[src/rtl/lbdr_dr.sv]
// LBDR routing unit for one router input port.
// Routes header flits from Rxy/Cx/DR config bits, holds the selected output
// port for the whole packet, and counts successfully routed headers.
//
// state   | meaning
// --------+--------------------------------------------------------------
// ST_IDLE | no packet open; ports 0; config writes accepted
// ST_HOLD | packet open; port vector held until the tail flit
module lbdr_dr #(
   parameter int         COORD_W = 2,
   parameter int         CNT_W   = 16,
   parameter logic [7:0] RXY_RST = 8'h3C,
   parameter logic [3:0] CX_RST  = 4'hF,
   parameter logic [7:0] DR_RST  = 8'h00,
   parameter int         CUR_RST = 5
) (
   input  logic                 clk,
   input  logic                 rst,
   input  logic                 empty,
   input  logic [2:0]           flit_id,
   input  logic [2*COORD_W-1:0] dst_addr,
   input  logic                 cfg_we,
   input  logic [7:0]           cfg_rxy,
   input  logic [3:0]           cfg_cx,
   input  logic [7:0]           cfg_dr,
   input  logic [2*COORD_W-1:0] cfg_cur,
   output logic                 Nport,
   output logic                 Eport,
   output logic                 Wport,
   output logic                 Sport,
   output logic                 Lport,
   output logic                 route_err,
   output logic [CNT_W-1:0]     pkt_cnt
);

   localparam int AW = 2 * COORD_W;
   localparam logic [AW-1:0] CUR_INIT = AW'(CUR_RST);

   localparam logic [2:0] FLIT_HEADER = 3'b001;
   localparam logic [2:0] FLIT_TAIL   = 3'b100;

   typedef enum logic {
      ST_IDLE = 1'b0,
      ST_HOLD = 1'b1
   } state_t;

   state_t           state_q, state_d;
   logic [7:0]       rxy_q, rxy_d;
   logic [3:0]       cx_q, cx_d;
   logic [7:0]       dr_q, dr_d;
   logic [AW-1:0]    cur_q, cur_d;
   logic [4:0]       port_q, port_d;
   logic             err_q, err_d;
   logic [CNT_W-1:0] cnt_q, cnt_d;

   logic [COORD_W-1:0] x_cur, y_cur, x_dst, y_dst;
   logic               n1, s1, e1, w1;
   logic [3:0]         min_vec;
   logic               l_hit;
   logic [1:0]         pri_dir, alt_dir;
   logic               alt_ok;
   logic [4:0]         route_vec;
   logic               unroutable;
   logic               accept, is_hdr, is_tail;

   assign x_cur = cur_q[COORD_W-1:0];
   assign y_cur = cur_q[AW-1:COORD_W];
   assign x_dst = dst_addr[COORD_W-1:0];
   assign y_dst = dst_addr[AW-1:COORD_W];

   assign n1 = (y_dst < y_cur);
   assign s1 = (y_cur < y_dst);
   assign e1 = (x_cur < x_dst);
   assign w1 = (x_dst < x_cur);

   // Minimal LBDR port equations; bit order {S,W,E,N} matches Cx.
   assign min_vec[0] = ((n1 & ~e1 & ~w1) | (n1 & e1 & rxy_q[0]) | (n1 & w1 & rxy_q[1])) & cx_q[0];
   assign min_vec[1] = ((e1 & ~n1 & ~s1) | (e1 & n1 & rxy_q[2]) | (e1 & s1 & rxy_q[3])) & cx_q[1];
   assign min_vec[2] = ((w1 & ~n1 & ~s1) | (w1 & n1 & rxy_q[4]) | (w1 & s1 & rxy_q[5])) & cx_q[2];
   assign min_vec[3] = ((s1 & ~e1 & ~w1) | (s1 & e1 & rxy_q[6]) | (s1 & w1 & rxy_q[7])) & cx_q[3];
   assign l_hit      = ~n1 & ~e1 & ~w1 & ~s1;

   // Deroute primary direction priority is N, S, E, W; codes are N=0 E=1 W=2 S=3.
   assign pri_dir = n1 ? 2'd0 : (s1 ? 2'd3 : (e1 ? 2'd1 : 2'd2));
   assign alt_dir = dr_q[{pri_dir, 1'b0} +: 2];
   assign alt_ok  = cx_q[alt_dir] & (alt_dir != pri_dir);

   // Final port vector {L,S,W,E,N}: minimal result, else deroute, else unroutable.
   always_comb begin
      route_vec  = {l_hit, min_vec};
      unroutable = 1'b0;
      if ((min_vec == 4'd0) && !l_hit) begin
         route_vec = 5'd0;
         if (alt_ok) begin
            route_vec[alt_dir] = 1'b1;
         end else begin
            unroutable = 1'b1;
         end
      end
   end

   assign accept  = ~empty;
   assign is_hdr  = (flit_id == FLIT_HEADER);
   assign is_tail = (flit_id == FLIT_TAIL);

   // Packet-tracking FSM, config write path, error pulse and routed-packet counter.
   always_comb begin
      state_d = state_q;
      rxy_d   = rxy_q;
      cx_d    = cx_q;
      dr_d    = dr_q;
      cur_d   = cur_q;
      port_d  = port_q;
      err_d   = 1'b0;
      cnt_d   = cnt_q;
      case (state_q)
         ST_IDLE: begin
            if (accept) begin
               if (is_hdr) begin
                  port_d  = route_vec;
                  state_d = ST_HOLD;
                  err_d   = unroutable;
                  if (!unroutable && (cnt_q != {CNT_W{1'b1}})) begin
                     cnt_d = cnt_q + CNT_W'(1);
                  end
               end else begin
                  err_d = 1'b1;
               end
            end
            // Routing above already used the old config; the new one lands on the same edge.
            if (cfg_we) begin
               rxy_d = cfg_rxy;
               cx_d  = cfg_cx;
               dr_d  = cfg_dr;
               cur_d = cfg_cur;
            end
         end
         ST_HOLD: begin
            if (accept) begin
               if (is_hdr) begin
                  port_d = route_vec;
                  err_d  = 1'b1;
                  if (!unroutable && (cnt_q != {CNT_W{1'b1}})) begin
                     cnt_d = cnt_q + CNT_W'(1);
                  end
               end else if (is_tail) begin
                  port_d  = 5'd0;
                  state_d = ST_IDLE;
               end
            end
         end
         default: begin
            state_d = ST_IDLE;
            port_d  = 5'd0;
         end
      endcase
   end

   // State and config registers with asynchronous reset to parameter values.
   always_ff @(posedge clk or posedge rst) begin
      if (rst) begin
         state_q <= ST_IDLE;
         rxy_q   <= RXY_RST;
         cx_q    <= CX_RST;
         dr_q    <= DR_RST;
         cur_q   <= CUR_INIT;
         port_q  <= 5'd0;
         err_q   <= 1'b0;
         cnt_q   <= '0;
      end else begin
         state_q <= state_d;
         rxy_q   <= rxy_d;
         cx_q    <= cx_d;
         dr_q    <= dr_d;
         cur_q   <= cur_d;
         port_q  <= port_d;
         err_q   <= err_d;
         cnt_q   <= cnt_d;
      end
   end

   assign Nport     = port_q[0];
   assign Eport     = port_q[1];
   assign Wport     = port_q[2];
   assign Sport     = port_q[3];
   assign Lport     = port_q[4];
   assign route_err = err_q;
   assign pkt_cnt   = cnt_q;

endmodule

[config.mk]
export PLATFORM = sky130hd
export DESIGN_NAME = lbdr_dr
export DESIGN_NICKNAME = d
export VERILOG_FILES = /design/src/rtl/lbdr_dr.sv
export SDC_FILE = /design/constraint.sdc
export NUM_CORES = 1
export LEC_CHECK = 0
export BUFFER_PORTS_ARGS = -buffer_cell sky130_fd_sc_hd__buf_4
export CAP_MARGIN = 20
export CORE_MARGIN = 3
export CORE_UTILIZATION = 52
export DETAILED_ROUTE_END_ITERATION = 16
export GPL_TIMING_DRIVEN = 0
export PLACE_DENSITY_LB_ADDON = 0.1
export SYNTH_ARGS = -nofsm -noshare
export SYNTH_HDL_FRONTEND = slang
export SYNTH_SLANG_ARGS = --single-unit
[constraint.sdc]
create_clock -name clk -period 3.06 [get_ports clk]
set_input_delay 0.612 -clock clk [delete_from_list [all_inputs] [get_ports clk]]
set_output_delay 0.612 -clock clk [all_outputs]
set_load 0.1 [all_outputs]
==> results.json <==
{
  "run_status": "finished, final reports clean",
  "synth_xor_area_share_pct": 4.89,
  "syn_inst": 226,
  "fin_skew_ns": 0.00803,
  "r2r_cells": 10,
  "p_switching_mw": 0.753,
  "synth_top_family_by_area": "simple AND/OR/NAND/NOR gates",
  "core_area_um2": 4500,
  "internal-power_mw": 1.22,
  "yosys.area_share.simple_pct": 18.5,
  "ios": 57,
  "p_comb_share_pct": 36.8,
  "worst_pin_slew_ns": 0.504,
  "ys_async_sr_fraction_pct": 100,
  "synth_fp_nets": 266,
  "power.share.sequential_pct": 39.6,
  "syn_to_final_growth_pct": 24.8,
  "layout_commonest_cell": "buf_4",
  "endpoint_kind": "register",
  "insertedDiodeCount": 0,
  "yosys_warnings": 0,
  "dr.first_iter.drc_count": 59,
  "start_kind": "primary input",
  "fp.dieW_um": 75.5,
  "synth_edf_count": 0,
  "drive_gt1_share_pct": 43.6,
  "grt_pass1_vias": 1805,
  "cap_violations": 0,
  "seq_area_um2": 1190,
  "path_class": "primary input to register",
  "cts.htree.levels": 2,
  "layout_common_cells": "buf_4 (57), dfrtp_1 (37), mux2_2 (22)",
  "numPortBuffers": 56,
  "tritoncts": "built",
  "postCtsSetupRepairBufs": 0,
  "fmax_mhz": 358,
  "synth_ff_type": "dfrtp_1",
  "cellPowerDensity_nw_per_um2": 630,
  "num_rows": 24,
  "antenna_found_initial": 0,
  "postPlaceCellArea_um2": 3020,
  "drcViolationCount": 0,
  "hold_viol": 0,
  "cts_resized": 0,
  "routed-via-count": 1853,
  "rsz0062_at_grt": "no",
  "worstReg2RegEnd": "pkt_cnt[14]$_DFFE_PP0P_",
  "wl_um": 4930,
  "irDropWorstVdd_v": 0.000373,
  "clkPwrFrac_pct": 23.7,
  "setup_ws_ns": 0.270,
  "multiInputGateArea_um2": 1250,
  "path_clk_slew_ns": 0.09,
  "synth_area_um2": 2510,
  "cp.required_ns": 3.24,
  "start_util_pct": 55.7,
  "grt_max_degree": 32,
  "leakage_nw": 1.44,
  "cts_num_sinks": 47,
  "die_h_um": 75.5,
  "r2r_slack_ns": 0.31,
  "period_share_pct": 91.2,
  "vias_per_cell": 5.40,
  "nFillCells": 371,
  "synthMuxAreaShare_pct": 12.3,
  "yosysSeqAreaShare_pct": 47.4,
  "grt_usage_pct": 18.6,
  "fp.dieArea_um2": 5700,
  "yosysUniqueCellTypes": 57,
  "gp_congestion": 0.840,
  "overflow": 0,
  "cp.arrival_ns": 2.97,
  "cts_hold_buf": 0,
  "slew_violations": 0,
  "p_sw_share_pct": 38.2,
  "slew_headroom_pct": 66.1,
  "setup_viol": 0,
  "yosys.area_share.adder_pct": 2.49,
  "hpwlAfterDp_um": 3890,
  "ant_nets": 0,
  "clk_path_buf_depth": 2,
  "root_buffer": "clkbuf_8",
  "min_period_ns": 2.79,
  "min_path_type": "primary input to asynchronous set/reset pin",
  "avgSynthCellArea_um2": 11.1,
  "synth_seq_cells": 47,
  "grt_pass1_wl_um": 8130,
  "place_ws_ns": -0.0559,
  "routedWlPerCell_um": 14.4,
  "worst-path-max-fanout": 10,
  "rr_startpoint": "cur_q[2]$_DFFE_PP1P_",
  "cts_buffers": 5,
  "fin_area_um2": 3130,
  "insertion_delay_ns": 0.29,
  "final_nets": 330,
  "synth_compound_area_share_pct": 11.4,
  "first_pass_iters": 4
}
Yosys cell counts, types with 4 or more instances:
master | number | share of area, %
nand2_1 | 20 | 3.0
xnor2_1 | 4 | 1.4
nor2_1 | 20 | 3.0
ha_1 | 5 | 2.5
nor3_1 | 8 | 1.6
dfstp_2 | 10 | 10
xor2_1 | 10 | 3.5
nand3_1 | 9 | 1.8
dfrtp_1 | 37 | 37
o21ai_1 | 4 | 0.80
nor3_2 | 5 | 2.0
inv_1 | 11 | 1.6
mux2_2 | 22 | 9.9
final cells by class:
type,count,area share [%]
sequential,47,37.9
clock inverter,2,1.12
inverter,11,1.32
timing repair buffer,57,14.1
clock buffer,6,2.64
multi-input combinational,162,39.8
tap,52,2.08
buffer,6,1.08
layer usage:
layer / routed length [um] / global-route usage [%]
met5: 0 / 0
met4: 72 / 5.83
met3: 212 / 4.75
met2: 2490 / 30.4
met1: 2160 / 24.4
state kept, by name (all words and copies together) (netlist names):
register	flops
pkt_cnt	16
dr_q	8
rxy_q	8
port_q	5
cur_q	4
cx_q	4
route_err	1
state_q	1
stage by stage:
stage / TNS, ns / instances / util (%) / hold WS, ns / power, mW
global route: 0 / 343 / 69.6 / 0.296 / 2.08
detailed placement: -0.0764 / 335 / 66.9 / 0.481 / 1.52
finish: 0 / 343 / 69.6 / 0.282 / 1.97
CTS: 0 / 343 / 69.6 / 0.288 / 1.99
floorplan: 0 / 226 / - / 0.474 / 1.35
global placement: -0.0556 / 334 / 66.5 / 0.478 / 1.51
power groups by stage:
stage | registers, mW | clock network [mW] | logic, mW
global placement | 0.793 | 0 | 0.716
CTS | 0.782 | 0.479 | 0.729
detailed placement | 0.793 | 0 | 0.727
global route | 0.794 | 0.508 | 0.774
floorplan | 1.03 | 0 | 0.318
finish | 0.781 | 0.467 | 0.725
kinds of logic (layout without fill, tap and decap cells):
logic type,after synthesis,after routing
simple gates,84,84
flops,47,47
compound gates,32,32
mux,27,27
buf+inv,17,82
xor+xnor,14,14
fa+ha+maj,5,5
worst max-delay path: stages:
cell	delay [ns]
buf_4	0.11
ha_1	0.31
nor2b_4	0.20
nor2_1	0.09
or3_1	0.34
a31oi_1	0.22
nand4_2	0.19
o31ai_4	0.37
buf_6	0.20
mux2_1	0.32
how the worst max path moves through the flow:
| stage | from | to | slack (ns) | cells past startpoint |
|---|---|---|---|---|
| after floorplan | dst_addr[3] | pkt_cnt[1]$_DFFE_PP0P_ | 0.22 | 11 |
| after global placement | dst_addr[1] | pkt_cnt[1]$_DFFE_PP0P_ | -0.06 | 10 |
| after detailed placement | dst_addr[1] | pkt_cnt[1]$_DFFE_PP0P_ | -0.06 | 10 |
| after CTS | dst_addr[1] | pkt_cnt[1]$_DFFE_PP0P_ | 0.26 | 10 |
| after global routing | cur_q[1]$_DFFE_PP0P_ | pkt_cnt[1]$_DFFE_PP0P_ | 0.14 | 10 |
| final | dst_addr[1] | pkt_cnt[1]$_DFFE_PP0P_ | 0.27 | 10 |
(Power assumes the default switching activity.)
